## src/rtl/chip8_pkg.sv

```systemverilog
// CHIP-8 sprite draw: shared screen geometry, request bundle and FSM states.
package chip8_pkg;

  localparam int SCR_W  = 64;
  localparam int SCR_H  = 32;
  localparam int COL_W  = $clog2(SCR_W);
  localparam int ROW_W  = $clog2(SCR_H);
  localparam int MEM_AW = 12;

  typedef enum logic [1:0] {
    IDLE,
    FETCH,
    WRITE,
    DONE
  } draw_state_t;

  typedef struct packed {
    logic [COL_W-1:0]  x0;
    logic [ROW_W-1:0]  y0;
    logic [3:0]        n;
    logic [MEM_AW-1:0] base;
  } draw_req_t;

endpackage

```

## src/rtl/chip8_sprite_mask.sv

```systemverilog
// Places a sprite byte at column x0 of a 64-bit row (bit 63 = column 0).
// With clip set, pixels past the right edge are dropped instead of wrapped.
module chip8_sprite_mask
  import chip8_pkg::*;
(
  input  logic [7:0]       data,
  input  logic [COL_W-1:0] x0,
  input  logic             clip,
  output logic [SCR_W-1:0] mask
);

  logic [SCR_W-1:0]   row;
  logic [2*SCR_W-1:0] dbl;

  assign row = {data, {(SCR_W-8){1'b0}}};
  assign dbl = {row, row} >> x0;

  always_comb begin
    mask = dbl[SCR_W-1:0];
    if (clip) mask = row >> x0;
  end

endmodule

```

## src/rtl/chip8_sprite_draw.sv

```systemverilog
// DXYN draw engine: one RAM fetch + one framebuffer row RMW per sprite row.
// Define CHIP8_SPRITE_CLIP_EN to clip at screen edges instead of wrapping.
module chip8_sprite_draw
  import chip8_pkg::*;
(
  input  logic              clk,
  input  logic              rst,
  input  logic              start,
  input  logic [7:0]        x,
  input  logic [7:0]        y,
  input  logic [3:0]        n,
  input  logic [MEM_AW-1:0] i_addr,
  output logic              busy,
  output logic              done,
  output logic              collision,
  output logic [MEM_AW-1:0] mem_addr,
  input  logic [7:0]        mem_din,
  output logic [ROW_W-1:0]  fb_addr,
  input  logic [SCR_W-1:0]  fb_rdata,
  output logic [SCR_W-1:0]  fb_wdata,
  output logic              fb_we
);

  draw_state_t      state, state_nx;
  draw_req_t        req;
  logic [3:0]       r;
  logic [3:0]       r_inc;
  logic             coll_q;
  logic             clip;
  logic             row_ok;
  logic [ROW_W:0]   row_sum;
  logic [SCR_W-1:0] mask;
  logic             unused_hi;

`ifdef CHIP8_SPRITE_CLIP_EN
  assign clip = 1'b1;
`else
  assign clip = 1'b0;
`endif

  assign unused_hi = ^{x[7:COL_W], y[7:ROW_W]};

  assign r_inc    = r + 4'd1;
  assign row_sum  = {1'b0, req.y0} + {{(ROW_W-3){1'b0}}, r};
  assign row_ok   = ~(clip & row_sum[ROW_W]);
  assign mem_addr = req.base + {{(MEM_AW-4){1'b0}}, r};
  assign fb_addr  = row_sum[ROW_W-1:0];

  chip8_sprite_mask u_mask (
    .data (mem_din),
    .x0   (req.x0),
    .clip (clip),
    .mask (mask)
  );

  always_ff @(posedge clk) begin
    if (rst) begin
      state  <= IDLE;
      req    <= '0;
      r      <= '0;
      coll_q <= 1'b0;
    end else begin
      state <= state_nx;
      if (state == IDLE && start) begin
        req.x0   <= x[COL_W-1:0];
        req.y0   <= y[ROW_W-1:0];
        req.n    <= n;
        req.base <= i_addr;
        r        <= '0;
        coll_q   <= 1'b0;
      end else if (state == WRITE) begin
        r <= r_inc;
        if (row_ok) coll_q <= coll_q | (|(fb_rdata & mask));
      end
    end
  end

  always_comb begin
    state_nx = state;
    unique case (state)
      IDLE:  if (start) state_nx = (n == 4'd0) ? DONE : FETCH;
      FETCH: state_nx = WRITE;
      WRITE: state_nx = (r_inc == req.n) ? DONE : FETCH;
      DONE:  state_nx = IDLE;
      default: state_nx = IDLE;
    endcase
  end

  always_comb begin
    busy     = (state != IDLE);
    done     = (state == DONE);
    fb_we    = (state == WRITE) & row_ok;
    fb_wdata = '0;
    if (state == WRITE) fb_wdata = fb_rdata ^ mask;
  end

  assign collision = coll_q;

endmodule

```

## config.mk

```make
export PLATFORM = sky130hd
export DESIGN_NAME = chip8_sprite_draw
export DESIGN_NICKNAME = d
export VERILOG_FILES = /design/src/rtl/chip8_pkg.sv /design/src/rtl/chip8_sprite_mask.sv /design/src/rtl/chip8_sprite_draw.sv
export SDC_FILE = /design/constraint.sdc
export NUM_CORES = 1
export LEC_CHECK = 0
export CAP_MARGIN = 25
export CORE_ASPECT_RATIO = 1.5
export CORE_MARGIN = 10
export CORE_UTILIZATION = 43
export DETAILED_ROUTE_END_ITERATION = 8
export HOLD_SLACK_MARGIN = 0.05
export PLACE_DENSITY = 0.81
export SLEW_MARGIN = 20
export SYNTH_ARGS = -nofsm -noshare
export SYNTH_HDL_FRONTEND = slang
export SYNTH_HIERARCHICAL = 1
export SYNTH_SLANG_ARGS = --single-unit
```

## constraint.sdc

```tcl
create_clock -name clk -period 3 [get_ports clk]
set_clock_uncertainty 0.05 [all_clocks]
set_input_delay 0.6 -clock clk [delete_from_list [all_inputs] [get_ports clk]]
set_output_delay 0.6 -clock clk [all_outputs]
set_load 0.01 [all_outputs]
```

==> qor.csv, run 1 <==
metric,value,unit
hold_violations,0,
cp.arrival,2580,ps
crit_required,2350,ps
grt_most_used_layer,met2,
vias_per_cell,5.76,
cts.sinks,34,
io_pins,192,
gp_congestion,0.998,
max_cap_viol_count,0,
ys_ff_latch,34,
design_area,7730,um2
fmax,310,MHz
worstPathMaxFanout,5,
cts_buffer_depth,2,
start_kind,flop,
setup_slack,-225,ps
fp.coreArea,9740,um2
min_path_type,reg2reg,
grt_start_max_net_pins,66,
clk_pin_slew,60,ps
status,finished with violations,
power,0.00221,W
grt.overflow.total,0,
ant_nets,0,
insertedDiodeCount,0,
cts_hold_buf,0,
synth_common_cells,"nand2_1 (75), ha_1 (73), and2_1 (66)",
fp.dieW,102,um
synth_top_area_share,0.213,
r2r-end,collision$_SDFFE_PP0P_,
synth_ff_type,dfxtp_1,
multi_input_area,4230,um2
synth_largest_area_cell,ha_1,
rrSetupSlack,0,ps
routedWlPerCell,22.2,um
yosysUniqueCellTypes,60,
initial_core_util,0.440,
postSynthAreaPerCell,7.80,um2
violations,setup timing,
antenna_found_initial,0,
setup_viol,50,
crit_start,req[21]$_SDFFE_PP0P_,
synthArstFlopShare,0,
htree_levels,2,
fillers,678,
syn_to_final_growth,80.2,%
drive_above_1_share,0.388,
nets,975,
cts_root_buf,clkbuf_16,
drc_errors,0,
crit_path_end_kind,output port,
gr-usage-met2,0.470,
register_area,691,um2
syn-num-nets,732,
fin_crit,3230,ps
track_usage,0.261,
path_class,reg2out,
fp-row-count,44,
drt_pass1_iterations,5,
reg2reg_depth,14,
grt_pass1_wl,30100,um
first_global_vias,5477,
place_hpwl,15100,um
met1_usage,0.279,
met3_usage,0.0656,
wl,20200,um
p_leak,3.37,nW
synth.most_common_cell,nand2_1,
dr_total_vias,5236,
relSlewSlack,0.394,
postLayoutCoreUtil,0.793,
critPathCapture,fb_wdata[5],
synth_edf_count,0,
period_share,1.08,
io_buffers,186,
numCtsBuffers,5,
die_area,14500,um2
synth_cells,550,
power_density,286,nW/um2
synth.area.top_cells,"ha_1 (21%), dfxtp_1 (16%), and2_1 (9.6%)",
cts_tree,yes,
tightest_slew,908,ps
vdd_drop_max,412,uV
grt_setup_unrepaired,yes,
yosysWarnings,6,
ys_seq_area_frac,0.159,
die_h,142,um
place_area,6570,um2
drtIter0Drc,239,
synth_area,4290,um2
drv_slew,0,
clkLatencyLatePin,280,ps
r2r-start,req[21]$_SDFFE_PP0P_,
==> placed cells by master, fill, tap and decap left out, types with 19 or more instances in the layout <==
| cell | n |
|---|---|
| and2_1 | 47 |
| dfxtp_1 | 30 |
| nand2_1 | 72 |
| a21oi_1 | 32 |
| clkdlybuf4s50_1 | 109 |
| ha_1 | 57 |
| nor2_1 | 28 |
| and2_4 | 19 |
| buf_2 | 44 |
| buf_4 | 52 |
| buf_6 | 44 |
==> critical path: stages (launching register included) <==
cell	delay [ps]
dfxtp_4	370
buf_16	140
buf_8	120
nand3b_1	210
a2bb2oi_2	180
a221o_2	490
buf_6	160
buf_6	120
nor2_4	90
ha_4	200
and2_4	130
buf_6	110
==> state kept, by name, summed over array words and instances, names as in the netlist <==
signal and flops:
r 4, collision 1, req 27, state 2
==> per-layer routing <==
layer  part of all wire  wire length, um
met4              0.052             1060
met5                  0                0
met2               0.49             9930
met3              0.088             1790
met1               0.37             7440
==> layout make-up <==
cell class | count | area share
multi-input combinational | 472 | 0.547
timing repair buffer | 269 | 0.317
sequential | 34 | 0.0894
tap | 115 | 0.0186
clock buffer | 5 | 0.0162
clock inverter | 3 | 0.00583
inverter | 11 | 0.00583
==> report_power, final <==
part	internal [W]	switching [W]	leakage [nW]
registers	0.000481	0.0000339	0.281
clock network	0.000391	0.000200	0.0760
logic	0.000577	0.000526	3.02
total	0.00145	0.000760	3.37
==> repair_timing <==
item                                    CTS  global route
cloned                                    2             0
hold endpoints to repair                  0             0
buffers inserted                         21            13
endpoints found under the setup margin   70            66
gates resized for setup                 402           107
pin swaps                                45            52
==> how the worst min path moves through the flow <==
stage | startpoint | endpoint | slack [ps] | cells past startpoint
floorplan | req[22]$_SDFFE_PP0P_ | req[22]$_SDFFE_PP0P_ | 380 | 2
CTS | req[16]$_SDFFE_PP0P_ | req[16]$_SDFFE_PP0P_ | 410 | 2
finish | collision$_SDFFE_PP0P_ | collision$_SDFFE_PP0P_ | 400 | 2
detailed placement | collision$_SDFFE_PP0P_ | collision$_SDFFE_PP0P_ | 400 | 2
global placement | collision$_SDFFE_PP0P_ | collision$_SDFFE_PP0P_ | 390 | 2
global route | collision$_SDFFE_PP0P_ | collision$_SDFFE_PP0P_ | 430 | 2
==> through the flow <==
stage          instances  setup TNS [ps]  setup WS (ps)  hold WS, ps
6_report             909           -6270           -225          400
5_1_grt              909           -9080           -276          428
4_1_cts              900           -4420           -194          409
3_5_place_dp         871          -50600           -982          397
3_3_place_gp         871          -49390           -951          385
2_1_floorplan        550               0            287          383
==> cells by family (layout without fill, tap and decap cells) <==
logic type               after synthesis  after routing  synth area share
buffers and inverters                 44            288            0.0478
AND/OR/NAND/NOR                      260            260             0.309
XOR/XNOR                              19             19            0.0388
adder cells (fa/ha/maj)               75             75             0.222
AO/OA/AOI/OAI                         94             94             0.141
multiplexers                          23             23            0.0808
other                                  1              1          0.000874
flip-flops                            34             34             0.159
No activity file was read; power rests on OpenSTA's default activity.
==> inputs of run 2 (changes only) <==
--- a/config.mk
+++ b/config.mk
@@ -12,7 +12,7 @@
 export DETAILED_ROUTE_END_ITERATION = 8
 export HOLD_SLACK_MARGIN = 0.05
 export PLACE_DENSITY = 0.81
-export SLEW_MARGIN = 20
+export SLEW_MARGIN = 10
 export SYNTH_ARGS = -nofsm -noshare
 export SYNTH_HDL_FRONTEND = slang
 export SYNTH_HIERARCHICAL = 1
==> results of run 2 <==
The final DEF is identical to that of run 1; final timing and power are the same.
